$ cat src/rtl/div8_iter_core.sv
// Iterative restoring divider: one quotient bit per cycle, MSB first, start/busy/done handshake.
// Latency: done high in the cycle after E(WIDTH); start-to-next-accept is WIDTH+2 cycles.
// Backpressure: start is ignored while busy; optional DIV8_DIVZERO_EARLY_EN short-circuits divide-by-zero.
module div8_iter_core #(
    parameter int WIDTH = 8,
    parameter int CNT_W = 3
) (
    input  logic             i_clk,
    input  logic             i_rst_n,
    input  logic             i_start,
    input  logic [WIDTH-1:0] i_dividend,
    input  logic [WIDTH-1:0] i_divisor,
    output logic             o_busy,
    output logic             o_done,
    output logic [WIDTH-1:0] o_quotient,
    output logic [WIDTH-1:0] o_remainder,
    output logic             o_div_zero
);

    typedef enum logic [1:0] {
        S_IDLE = 2'd0,
        S_RUN  = 2'd1,
        S_DONE = 2'd2
    } state_t;

    state_t             r_state;
    state_t             w_state_nxt;

    logic [WIDTH:0]     r_rem;      // partial remainder, one guard bit so T never overflows
    logic [WIDTH-1:0]   r_q;        // dividend shifting out / quotient shifting in
    logic [WIDTH-1:0]   r_d;        // latched divisor
    logic [CNT_W-1:0]   r_cnt;
    logic [WIDTH-1:0]   r_quot;
    logic [WIDTH-1:0]   r_remout;

    logic [WIDTH:0]     w_t;
    logic [WIDTH:0]     w_d_ext;
    logic [WIDTH:0]     w_s;
    logic               w_bo;
    logic [WIDTH:0]     w_rem_nxt;
    logic [WIDTH-1:0]   w_q_nxt;
    logic               w_accept;
    logic               w_last;

    // Shifted remainder: the guard bit of R drops off, the next dividend bit enters at the LSB.
    assign w_t      = (WIDTH+1)'({r_rem, r_q[WIDTH-1]});
    assign w_d_ext  = {1'b0, r_d};
    assign w_accept = (r_state == S_IDLE) && i_start;
    assign w_last   = (r_cnt == CNT_W'(WIDTH - 1));

    // Borrow-ripple full-subtractor row computing T - D with borrow-in 0.
    always_comb begin
        logic b;
        b   = 1'b0;
        w_s = '0;
        for (int i = 0; i <= WIDTH; i++) begin
            w_s[i] = w_t[i] ^ w_d_ext[i] ^ b;
            b      = (~w_t[i] & w_d_ext[i]) | (~(w_t[i] ^ w_d_ext[i]) & b);
        end
        w_bo = b;
    end

    // A final borrow means D did not fit: restore T and shift in a 0 quotient bit.
    assign w_rem_nxt = w_bo ? w_t : w_s;
    assign w_q_nxt   = {r_q[WIDTH-2:0], ~w_bo};

    // FSM state register.
    always_ff @(posedge i_clk or negedge i_rst_n) begin
        if (!i_rst_n) r_state <= S_IDLE;
        else          r_state <= w_state_nxt;
    end

    // FSM next-state and handshake outputs.
    always_comb begin
        w_state_nxt = r_state;
        o_busy      = 1'b0;
        o_done      = 1'b0;
        case (r_state)
            S_IDLE: begin
                if (i_start) begin
`ifdef DIV8_DIVZERO_EARLY_EN
                    if (i_divisor == '0) w_state_nxt = S_DONE;
                    else                 w_state_nxt = S_RUN;
`else
                    w_state_nxt = S_RUN;
`endif
                end
            end
            S_RUN: begin
                o_busy = 1'b1;
                if (w_last) w_state_nxt = S_DONE;
            end
            S_DONE: begin
                o_busy      = 1'b1;
                o_done      = 1'b1;
                w_state_nxt = S_IDLE;
            end
            default: w_state_nxt = S_IDLE;
        endcase
    end

    // Datapath: capture operands on accept, one restoring step per RUN cycle.
    always_ff @(posedge i_clk or negedge i_rst_n) begin
        if (!i_rst_n) begin
            r_rem <= '0;
            r_q   <= '0;
            r_d   <= '0;
            r_cnt <= '0;
        end else if (w_accept) begin
            r_rem <= '0;
            r_q   <= i_dividend;
            r_d   <= i_divisor;
            r_cnt <= '0;
        end else if (r_state == S_RUN) begin
            r_rem <= w_rem_nxt;
            r_q   <= w_q_nxt;
            r_cnt <= r_cnt + CNT_W'(1);
        end
    end

`ifdef DIV8_DIVZERO_EARLY_EN
    logic r_div_zero;

    // Results update only on DONE entry: after the last step, or immediately for a zero divisor.
    always_ff @(posedge i_clk or negedge i_rst_n) begin
        if (!i_rst_n) begin
            r_quot     <= '0;
            r_remout   <= '0;
            r_div_zero <= 1'b0;
        end else if (w_accept && (i_divisor == '0)) begin
            r_quot     <= '1;
            r_remout   <= i_dividend;
            r_div_zero <= 1'b1;
        end else if ((r_state == S_RUN) && w_last) begin
            r_quot     <= w_q_nxt;
            r_remout   <= w_rem_nxt[WIDTH-1:0];
            r_div_zero <= 1'b0;
        end
    end

    assign o_div_zero = r_div_zero;
`else
    // Results update only on DONE entry, taking the outcome of the last step.
    always_ff @(posedge i_clk or negedge i_rst_n) begin
        if (!i_rst_n) begin
            r_quot   <= '0;
            r_remout <= '0;
        end else if ((r_state == S_RUN) && w_last) begin
            r_quot   <= w_q_nxt;
            r_remout <= w_rem_nxt[WIDTH-1:0];
        end
    end

    assign o_div_zero = 1'b0;
`endif

    assign o_quotient  = r_quot;
    assign o_remainder = r_remout;

endmodule

$ cat config.mk
export PLATFORM = sky130hd
export DESIGN_NAME = div8_iter_core
export DESIGN_NICKNAME = d
export VERILOG_FILES = /design/src/rtl/div8_iter_core.sv
export SDC_FILE = /design/constraint.sdc
export NUM_CORES = 1
export LEC_CHECK = 0
export CAP_MARGIN = 20
export CORE_MARGIN = 2
export CORE_UTILIZATION = 43
export CTS_CLUSTER_DIAMETER = 200
export DETAILED_ROUTE_END_ITERATION = 16
export PLACE_DENSITY = 0.65
export SLEW_MARGIN = 10
export SYNTH_ARGS = -nofsm -noshare
export SYNTH_HDL_FRONTEND = slang
export SYNTH_SLANG_ARGS = --single-unit
$ cat constraint.sdc
create_clock -name i_clk -period 7.2 [get_ports i_clk]
set_clock_uncertainty 0.2 [all_clocks]
set_input_delay 1.08 -clock i_clk [delete_from_list [all_inputs] [get_ports i_clk]]
set_output_delay 1.08 -clock i_clk [all_outputs]
set_load 0.005 [all_outputs]
# [Yosys cells after proc, flatten, opt, wreduce, memory -nomap -nowiden]
# Cells that the tools add are included.
[classes] add_sub_neg=1 n_eq_ne=5 n_mux=12 n_bitwise=55 n_reduce_logical=6
[op_table] cell="$mux 8" count=5
[op_table] cell="$not 1->1" count=17
[op_table] cell="$and 1x1->1" count=16
[op_table] cell="$xor 1x1->1" count=15
[op_table] cell="$or 1x1->1" count=7
[op_table] cell="$mux 3" count=2
[op_table] cell="$mux 2" count=2
[op_table] cell="$ne 2x2->1 const B" count=2
[op_table] cell="$pmux 2 s2" count=1
[op_table] cell="$add 3x1->3 const B" count=1
[op_table] cell="$eq 3x3->1 const B" count=1
[op_table] cell="$eq 2x1->1 const B" count=1
[op_table] cell="$eq 2x2->1 const B" count=1
[op_table] cell="$logic_and 1x1->1" count=2
[op_table] cell="$logic_not 2->1" count=1
[op_table] cell="$mux 1" count=2
[op_table] cell="$reduce_and 2->1" count=1
[op_table] cell="$reduce_bool 2->1" count=1
[op_table] cell="$reduce_or 2->1" count=1
[word_totals] reg_bits=45 inputBits=19 output_inout_bits=19 wordCells=86

# [Longest topological paths before layout]
# Gate-level depths: netlist of the first run.
[depth] word_depth=20 mapped_depth=15 mapped_depth_nobuf=14

# [Least setup slack after synthesis of the first run]
# OpenSTA, ideal clock, no wires.
[synth_timing] path_kind="register to register" start="reg r_q[7]" end="reg r_rem[2]" setup_ns=0.077 t_arrival_ns=3.816 required_ns=6.923 path_slack_ns=3.107 stages_incl_launch_ff=16 path_buffers=1 synth_period_minus_slack_ns=4.093 path_cell_list="dfrtp_1 -> inv_1 -> ha_1 -> fa_1 -> fa_1 -> fa_1 -> fa_1 -> fa_1 -> inv_1 -> fa_1 -> inv_1 -> fa_1 -> nor2b_4 -> buf_6 -> mux2_4 -> a21oi_1"
[synth_between] elab_chain_cells=20 word_cells_on_any_way=21 cone_classes="mux: 3; bitwise: 18"
[synth_rtl] item="from (decl)" line="30" source="logic [WIDTH-1:0] r_q;"
[synth_rtl] item="from (signal assigned)" line="111" source="r_q <= i_dividend;"
[synth_rtl] item="from (signal assigned)" line="116" source="r_q <= w_q_nxt;"
[synth_rtl] item="$not 1->1 (*)" line="58" source="b = (~w_t[i] & w_d_ext[i]) | (~(w_t[i] ^ w_d_ext[i]) & b);"
[synth_rtl] item="$and 1x1->1 (*) (2 in series)" line="58"
[synth_rtl] item="$or 1x1->1 (*)" line="58"
[synth_rtl] item="$and 1x1->1" line="58"
[synth_rtl] item="$or 1x1->1" line="58"
[synth_rtl] item="$and 1x1->1" line="58"
[synth_rtl] item="$or 1x1->1" line="58"
[synth_rtl] item="$and 1x1->1" line="58"
[synth_rtl] item="[... 3 more ...]"
[synth_rtl] item="$and 1x1->1" line="58"
[synth_rtl] item="$or 1x1->1" line="58"
[synth_rtl] item="$and 1x1->1" line="58"
[synth_rtl] item="$or 1x1->1" line="58"
[synth_rtl] item="$and 1x1->1" line="58"
[synth_rtl] item="$mux 8 (*)" line="64" source="assign w_rem_nxt = w_bo ? w_t : w_s;"
[synth_rtl] item="$mux 8 (*)" line="114" source="end else if (r_state == S_RUN) begin"
[synth_rtl] item="$mux 8 (*)" line="109" source="end else if (w_accept) begin"
[synth_rtl] item="to (signal assigned)" line="115" source="r_rem <= w_rem_nxt;"
[synth_rtl] item="to (decl)" line="29" source="logic [WIDTH:0] r_rem;"
# Every way passes the cells marked *; elsewhere a longest branch is shown, timed or not. The select of a mux whose other input is x is not followed.
# A chain may end at the register's enable or synchronous reset.

# [Final worst setup path of the first run]
# Same ends and word-level chain as after synthesis.

==> results of run 1 <==
synthesized netlist by cell type, drive strengths merged (2+ instances only):
cell and instances:
inv 13, nand3 5, mux2i 17, fa 7
nand2 36, buf 11, nor2b 2, ha 7
o21ai 14, dfrtp 45, nand3b 5, a31oi 5
nor2 4, mux2 15, a21oi 3, nand2b 6
final timing paths:
| kind | from | to |
|---|---|---|
| min in group asynchronous | i_rst_n | r_d[5] |
| min reg2reg | o_remainder[2] | o_remainder[2] |
| max in group asynchronous | i_rst_n | r_cnt[2] |
| max reg2reg | r_q[7] | r_rem[2] |
| max | r_q[7] | r_rem[2] |
| min | o_remainder[2] | o_remainder[2] |
sequential cells by signal (all words and copies together), names as in the netlist:
register,cells
o_remainder,8
r_d,8
o_quotient,8
r_cnt,3
r_rem,8
r_state,2
r_q,8
power breakdown:
part           internal, µW  switching (µW)  total [µW]
clock network          67.4            83.3         151
logic                   331             300         630
registers               363            75.8         439
cell type report:
cell class	count	share of cell area, %
flip-flops and latches	45	40.8
multi-input cells	133	37.1
repair buffers	39	14.1
well taps	70	3.17
clock buffers	6	2.63
inverters	13	1.77
clock inverters	2	0.363
stage by stage:
stage | instance area [µm²] | power (µW) | utilization, %
after detailed placement | 2660 | 1080 | 51.7
after CTS | 2740 | 1240 | 53.3
after global placement | 2660 | 1070 | 51.7
final | 2760 | 1220 | 53.7
after global routing | 2760 | 1330 | 53.7
after floorplan | 2290 | 923 | -
metal layers:
layer,track usage [%],vias to the layer above
met3,3.88,5
met2,21.9,25
met4,4.82,0
met1,21.9,728
li1,-,737
met5,0,-
cell families (layout without fill, tap and decap cells):
| kind of cell | Yosys count | after routing | synth area share [%] |
|---|---|---|---|
| flip-flops | 45 | 45 | 49.1 |
| multiplexers | 32 | 32 | 15.0 |
| AO/OA/AOI/OAI | 25 | 25 | 6.33 |
| AND/OR/NAND/NOR | 60 | 60 | 12.9 |
| XOR/XNOR | 1 | 1 | 0.382 |
| adder cells (fa/ha/maj) | 14 | 14 | 9.93 |
| other | 1 | 1 | 0.164 |
| buffers and inverters | 25 | 60 | 6.22 |
critical path, stage by stage, from the launching register on:
cell     delay (ps)
dfrtp_1         380
inv_1            60
ha_1            210
fa_1            380
fa_1            390
fa_1            380
fa_1            390
fa_1            380
inv_1            80
fa_1            150
inv_1            40
fa_1            430
nor2b_4         200
mux2_4          310
a21oi_1         140
==> impl_metrics.py, run 1 <==
metrics = {
    "layout": {
        "final_nets": 270,
        "multi_input_comb_area_um2": 1020,
        "fillers": 499,
        "diodes": 0,
        "final_cell_mix": "dfrtp_1 (45), nand2_1 (35), clkdlybuf4s50_1 (35), mux2i_1 (17), mux2_2 (14)",
        "ff_latch_area_um2": 1130,
        "final_cells": 308,
        "drive_above_1_share_pct": 12.6,
        "syn_to_final_growth_pct": 20.4,
        "layout_commonest_cell": "dfrtp_1",
    },
    "cts": {
        "insertion_delay_ps": 300,
        "cts_setup_buffers": 0,
        "cts_resized": 0,
        "clkTransAtPathRegs_ps": 80,
        "tritoncts": "yes",
        "cts.path.max_buffers": 2,
        "ctsHoldBuffers": 0,
        "cts_root_buf": "clkbuf_8",
        "cts_num_sinks": 45,
        "cts_buffers": 5,
        "htree_levels": 2,
    },
    "logic_synthesis": {
        "synth_edf_count": 0,
        "synthFlopType": "dfrtp_1",
        "yosys-top-cells-area": "dfrtp_1 (49%), mux2i_1 (7.4%), mux2_2 (6.9%)",
        "synth_cell_type_count": 32,
        "syn_avg_cell_area_um2": 11.3,
        "yosys_register_bits": 45,
        "synthesis.area_um2": 2290,
        "synth_area_leader_cell": "dfrtp_1",
        "ys_warn_count": 0,
        "synthCells": 203,
        "synth-async-reset-ratio_pct": 100,
        "synth_top_area_share_pct": 49.1,
        "syn_nets": 236,
        "yosysSeqAreaShare_pct": 49.1,
    },
    "timing": {
        "setup_viol": 0,
        "fin_ws_ps": 2990,
        "hold_viol_final": 0,
        "fin_crit_ps": 4210,
        "finalMaxSlewViolations": 0,
        "fmax_ghz": 0.238,
        "setup_tns_ps": 0,
        "period_share_pct": 58.5,
        "hold_slack_ps": 291,
        "grt_setup_unrepaired": "false",
    },
    "worst_setup_path": {
        "required_ps": 7220,
        "cp-end-kind": "register",
        "cp_max_fo": 9,
        "r2r_cells": 14,
        "critPathLaunchType": "register",
        "arrival_ps": 4230,
        "r2r_slack_ps": 2990,
        "crit_type": "register to register",
    },
    "die": {
        "start_util_pct": 44.6,
        "core_um2": 5140,
        "die_h_um": 77.0,
        "num_rows": 26,
        "dieArea_um2": 5930,
        "io_pins": 38,
        "fp.dieW_um": 77.0,
    },
    "detailed_routing": {
        "wl_met2_mm": 1.87,
        "vias": 1495,
        "firstDrtPassIters": 4,
        "antenna_left": 0,
        "met3WireLength_um": 174,
        "wire_per_inst_um": 13.4,
        "via_per_inst": 4.85,
        "drc_errors": 0,
        "wl_met1_mm": 2.04,
        "top_layer": "met4",
        "drt-total-wl_mm": 4.12,
        "drt_iter0_markers": 96,
    },
    "worst_hold_path": {
        "min_path_type": "register to register",
        "hold_path_depth": 2,
    },
    "global_route": {
        "grt_max_degree": 46,
        "antenna_found_initial": 0,
        "grt_use_total_pct": 15.0,
        "grt_pass1_vias": 1472,
        "grt_pass1_wl_mm": 7.08,
        "globalRouteOverflowTotal": 0,
    },
    "place": {
        "io_buffers": 36,
        "place_congestion": 0.776,
        "dp_cells": 299,
        "post-place-ws_ps": 3030,
        "dpl.hpwl_mm": 2.77,
    },
    "power": {
        "pwr_density_cell_nw_per_um2": 442,
        "ir_drop_uv": 192,
        "p_leak_uw": 0.00129,
    },
    "run": {
        "maxCapViolCount": 0,
    },
    "outcome": {
        "outcome": "completed",
    },
}
Power figures use the tool's default switching activity.
==> inputs of run 2 (changes only) <==
clock period = 4.05 ns   (was 7.2 ns; I/O delays follow)
==> run 2 against run 1 <==
Register-to-register slack got worse by 2900 ps. Cell count is 0.65% higher. Count of clock-buffer cells in the layout rose by 1. Routed wire length increased by 5.0%. Die area stayed put. Worst hold slack worse by 240 ps. Largest power group unchanged.
==> impl_metrics.py, run 2 (same netlist as run 1, synthesis figures left out) <==
metrics = {
    "cts": {
        "ctsHoldBuffers": 0,
        "cts_num_sinks": 45,
        "htree_levels": 2,
        "cts_buffers": 5,
        "tritoncts": "yes",
        "clkTransAtPathRegs_ps": 80,
        "cts_root_buf": "clkbuf_8",
        "insertion_delay_ps": 300,
        "cts.path.max_buffers": 2,
    },
    "global_route": {
        "antenna_found_initial": 0,
        "top_usage_layer": "met2",
        "grt_pass1_wl_mm": 7.42,
        "globalRouteOverflowTotal": 0,
        "grt_use_met3_pct": 4.12,
        "grt_max_degree": 46,
        "grt_use_met2_pct": 23.1,
        "grt_pass1_vias": 1510,
        "grt_use_total_pct": 15.9,
        "grtUsageMet1_pct": 22.9,
    },
    "timing": {
        "fmax_ghz": 0.254,
        "worst_slew_pin_slew_ps": 845,
        "fin_crit_ps": 3930,
        "hold_viol_final": 0,
        "finalMaxSlewViolations": 0,
        "grt_setup_unrepaired": "true",
        "setup_viol": 0,
        "setup_tns_ps": 0,
        "hold_slack_ps": 45.7,
        "period_share_pct": 97.1,
        "relSlewSlack_pct": 43.7,
    },
    "worst_setup_path": {
        "r2r_slack_ps": 120,
        "cp-end-kind": "register",
        "crit_type": "register to register",
        "cp-endpoint": "r_rem[2]",
        "worstSetupStartpoint": "r_q[7]",
        "cp_max_fo": 7,
        "required_ps": 4070,
        "regToRegStartpoint": "r_q[7]",
        "arrival_ps": 3960,
        "critPathLaunchType": "register",
        "r2r_end": "r_rem[2]",
        "r2r_cells": 14,
    },
    "power": {
        "pwr_density_cell_nw_per_um2": 815,
        "ir_drop_uv": 374,
        "p_leak_uw": 0.00130,
    },
    "layout": {
        "fillers": 488,
        "fin_util_pct": 54.5,
        "drive_above_1_share_pct": 15.8,
        "multi_input_comb_area_um2": 1040,
        "diodes": 0,
        "ff_latch_area_um2": 1130,
        "layout_commonest_cell": "dfrtp_1",
        "fin_area_um2": 2800,
        "syn_to_final_growth_pct": 22.2,
        "final_nets": 273,
        "final_cell_mix": "dfrtp_1 (45), nand2_1 (35), clkdlybuf4s50_1 (35), mux2i_1 (16), mux2_2 (14)",
    },
    "die": {
        "die_h_um": 77.0,
        "num_rows": 26,
        "fp.dieW_um": 77.0,
        "dieArea_um2": 5930,
        "core_um2": 5140,
        "io_pins": 38,
        "start_util_pct": 44.6,
    },
    "place": {
        "place_congestion": 0.781,
        "placed_area_um2": 2680,
        "io_buffers": 36,
        "dpl.hpwl_mm": 2.95,
    },
    "detailed_routing": {
        "drc_errors": 0,
        "vias": 1489,
        "drt-total-wl_mm": 4.33,
        "firstDrtPassIters": 4,
        "drt_iter0_markers": 84,
        "antenna_left": 0,
        "wire_per_inst_um": 14.0,
        "via_per_inst": 4.80,
    },
    "run": {
        "maxCapViolCount": 0,
    },
    "worst_hold_path": {
        "min_path_type": "input pin to async pin",
    },
    "outcome": {
        "outcome": "completed",
    },
}
-- run 2: cell count changes in the layout (fill, tap and decap cells not counted) --
| cell | previous run | this run |
|---|---|---|
| mux2i_1 | 17 | 16 |
| mux2i_2 | 0 | 1 |
| clkinv_2 | 2 | 0 |
| clkbuf_8 | 5 | 6 |
| fa_1 | 7 | 2 |
| buf_4 | 2 | 5 |
| fa_2 | 0 | 5 |
-- run 2: what timing repair did --
action,in CTS,in global routing
setup endpoints to repair,11,12
buffers inserted,0,0
resized for setup,2,3
hold endpoints to repair,0,0
-- run 2: report_power, final --
part	internal, µW	total, µW	switching (µW)
logic	650	1220	573
registers	645	780	135
clock network	135	280	144
total	1430	2280	853
-- run 2: cell type report --
| class | count | share of cell area (%) |
|---|---|---|
| inverter | 13 | 1.74 |
| clock buffer | 7 | 3.08 |
| multi-input combinational | 133 | 37.1 |
| tap | 70 | 3.13 |
| timing repair buffer | 42 | 14.7 |
| sequential | 45 | 40.2 |
-- run 2: worst min path at each step --
stage | cells past startpoint | endpoint | from | slack (ps)
floorplan | 0 | o_quotient[0] | i_rst_n | 110
global placement | 2 | o_quotient[0] | o_quotient[0] | 260
detailed placement | 2 | o_quotient[0] | o_quotient[0] | 270
CTS | 2 | o_quotient[0] | o_quotient[0] | 290
global route | 1 | r_state[0] | i_rst_n | 80
finish | 1 | r_state[0] | i_rst_n | 50
-- run 2: per-stage QoR --
stage	power (µW)	std cells	setup WS, ps
after global placement	1960	302	59.8
final	2280	310	116
after CTS	2280	309	24.9
after floorplan	1650	203	24.4
after global routing	2490	310	-28.2
after detailed placement	1980	302	-54.0
-- run 2: metal layers --
layer | vias up | part of all wire [%] | wire (µm)
met2 | 30 | 43 | 1880
li1 | 741 | - | -
met5 | - | 0 | 0
met4 | 0 | 2.4 | 104
met1 | 709 | 50 | 2160
met3 | 9 | 4.3 | 187
-- run 2: worst max-delay path: stages, from the launching register on --
cell and delay (ps):
dfrtp_1 360, inv_1 60, ha_1 200, fa_2 340
fa_2 360, fa_2 360, fa_2 350, fa_1 360
inv_1 70, fa_1 160, inv_1 50, fa_2 370
nor2b_4 180, mux2_4 310, a21oi_1 140
==> inputs of run 3 (changes only) <==
CELL_PAD_IN_SITES_DETAIL_PLACEMENT = 1   (was default)
CELL_PAD_IN_SITES_GLOBAL_PLACEMENT = 1   (was default)
CORE_UTILIZATION = 42   (was 43)
PLACE_DENSITY = 0.78   (was 0.65)
==> run 3 against run 2 <==
First-iteration DRC count down 38%. Fmax up 0.77%. Global-route usage increased by 2.4 points. Via count grew 4.4%. Sequential share of layout area down 0.36 points. Cell count grew 0.97%. Largest cell class unchanged. Sequential power rose by 1%.
==> impl_metrics.py, run 3 (same netlist as run 1, synthesis figures left out) <==
metrics = {
    "layout": {
        "syn_to_final_growth_pct": 23.3,
        "fillers": 566,
        "drive_above_1_share_pct": 17.7,
        "layout_commonest_cell": "dfrtp_1",
        "final_nets": 275,
        "diodes": 0,
        "fin_area_um2": 2830,
        "fin_util_pct": 54.6,
        "final_cell_mix": "dfrtp_1 (45), nand2_1 (35), clkdlybuf4s50_1 (35), mux2i_1 (17), mux2_2 (14)",
    },
    "worst_setup_path": {
        "cp_slowest_cell": "fa_2",
        "critPathLaunchType": "register",
        "critPathMostFrequentCell": "fa_2",
        "critical_path.max_stage_delay_ps": 380,
        "crit_chain": "inv_1 -> ha_1 -> fa_2 -> fa_2 -> fa_2 -> fa_2 -> fa_2 -> inv_1 -> fa_1 -> inv_1 -> fa_2 -> nor2b_4 -> mux2_4 -> o21ai_1",
        "required_ps": 4060,
        "crit_type": "register to register",
        "cp-end-kind": "register",
        "crit_buf_inv": 3,
        "arrival_ps": 3920,
        "cp_top_family": "adder cells",
        "cp_max_fo": 6,
    },
    "cts": {
        "tritoncts": "yes",
        "cts_buffers": 5,
        "cts_num_sinks": 45,
        "htree_levels": 2,
        "insertion_delay_ps": 300,
        "cts_root_buf": "clkbuf_8",
        "clkTransAtPathRegs_ps": 90,
        "cts.path.max_buffers": 2,
    },
    "die": {
        "core_um2": 5170,
        "io_pins": 38,
        "dieArea_um2": 6060,
        "start_util_pct": 44.3,
        "die_h_um": 77.9,
        "fp.dieW_um": 77.9,
        "num_rows": 26,
    },
    "timing": {
        "fmax_ghz": 0.256,
        "relSlewSlack_pct": 44.4,
        "period_share_pct": 96.4,
        "grt_setup_unrepaired": "false",
        "setup_viol": 0,
        "worst_slew_pin_slew_ps": 833,
        "finalMaxSlewViolations": 0,
        "hold_viol_final": 0,
        "fin_crit_ps": 3900,
        "fin_ws_ps": 146,
    },
    "detailed_routing": {
        "drt_iter0_markers": 52,
        "firstDrtPassIters": 4,
        "drc_errors": 0,
        "vias": 1554,
        "antenna_left": 0,
        "wire_per_inst_um": 15.9,
        "via_per_inst": 4.96,
        "drt-total-wl_mm": 4.98,
    },
    "global_route": {
        "antenna_found_initial": 0,
        "grt_use_total_pct": 18.4,
        "grt_max_degree": 46,
        "grt_pass1_vias": 1696,
        "grt_pass1_wl_mm": 8.45,
        "globalRouteOverflowTotal": 0,
    },
    "run": {
        "maxCapViolCount": 0,
    },
    "outcome": {
        "outcome": "completed",
    },
    "power": {
        "pwr_density_cell_nw_per_um2": 826,
        "ir_drop_uv": 320,
        "power.total_uw": 2330,
        "p_leak_uw": 0.00131,
    },
    "place": {
        "post-place-ws_ps": -38.8,
        "dpl.hpwl_mm": 3.52,
        "io_buffers": 36,
        "place_congestion": 0.780,
        "placed_area_um2": 2690,
    },
    "worst_hold_path": {
        "min_path_type": "input pin to async pin",
    },
}
run 3: cell types whose count changed in the layout (fill, tap and decap cells not counted), moves of 2 or more:
cell	delta
a21oi_1	-2
buf_4	+2
clkinv_2	+2
a21oi_2	+2
run 3: worst reg2reg max path, delay by kind of cell (launching register included):
| family | cells | cell delay, ps |
|---|---|---|
| mux | 1 | 320 |
| flops | 1 | 360 |
| compound gates | 1 | 120 |
| fa+ha+maj | 8 | 2440 |
| simple gates | 1 | 180 |
| buf+inv | 3 | 190 |
run 3: worst paths after layout:
kind	start	to	slack (ps)	cells past startpoint
max	r_q[7]	o_remainder[2]	150	14
min	i_rst_n	r_state[0]	100	1
max reg2reg	r_q[7]	o_remainder[2]	150	14
min reg2reg	o_quotient[0]	o_quotient[0]	290	2
max in group asynchronous	i_rst_n	r_d[6]	3030	2
min in group i_clk	o_quotient[0]	o_quotient[0]	290	2
run 3: stage by stage:
step / instances / hold slack (ps) / TNS (ps)
CTS: 311 / 299 / 0
global placement: 303 / 264 / 0
global route: 313 / 135 / 0
detailed placement: 303 / 280 / -61.2
floorplan: 203 / 112 / 0
finish: 313 / 100 / 0
run 3: cell type report:
| type | count | area [µm²] | share of cell area [%] |
|---|---|---|---|
| Sequential cell | 45 | 1130 | 39.8 |
| Inverter | 13 | 48.8 | 1.73 |
| Clock buffer | 6 | 72.6 | 2.57 |
| Clock inverter | 2 | 10.0 | 0.354 |
| Timing Repair Buffer | 44 | 435 | 15.4 |
| Tap cell | 70 | 87.6 | 3.10 |
| Multi-Input combinational cell | 133 | 1050 | 37.0 |
run 3: metal layers:
| layer | GRT usage (%) | vias to the layer above | part of all wire [%] |
|---|---|---|---|
| met2 | 30.7 | 31 | 49 |
| met4 | 5.36 | 0 | 1.4 |
| met3 | 4.07 | 5 | 3.5 |
| met5 | 0 | - | 0 |
| li1 | - | 743 | - |
| met1 | 23.9 | 775 | 46 |
run 3: report_power, final:
| part | leakage (µW) | internal [µW] | total, µW | switching [µW] |
|---|---|---|---|---|
| clock | 0.0000450 | 120 | 274 | 154 |
| combinational | 0.000685 | 667 | 1270 | 605 |
| sequential | 0.000580 | 645 | 788 | 143 |
| total | 0.00131 | 1430 | 2330 | 902 |
run 3: timing repair:
item,4_1_cts,5_1_grt
hold buffers,0,0
endpoints found under the setup margin,10,17
pin swaps,1,1
resized for setup,3,4
buffers inserted,0,1
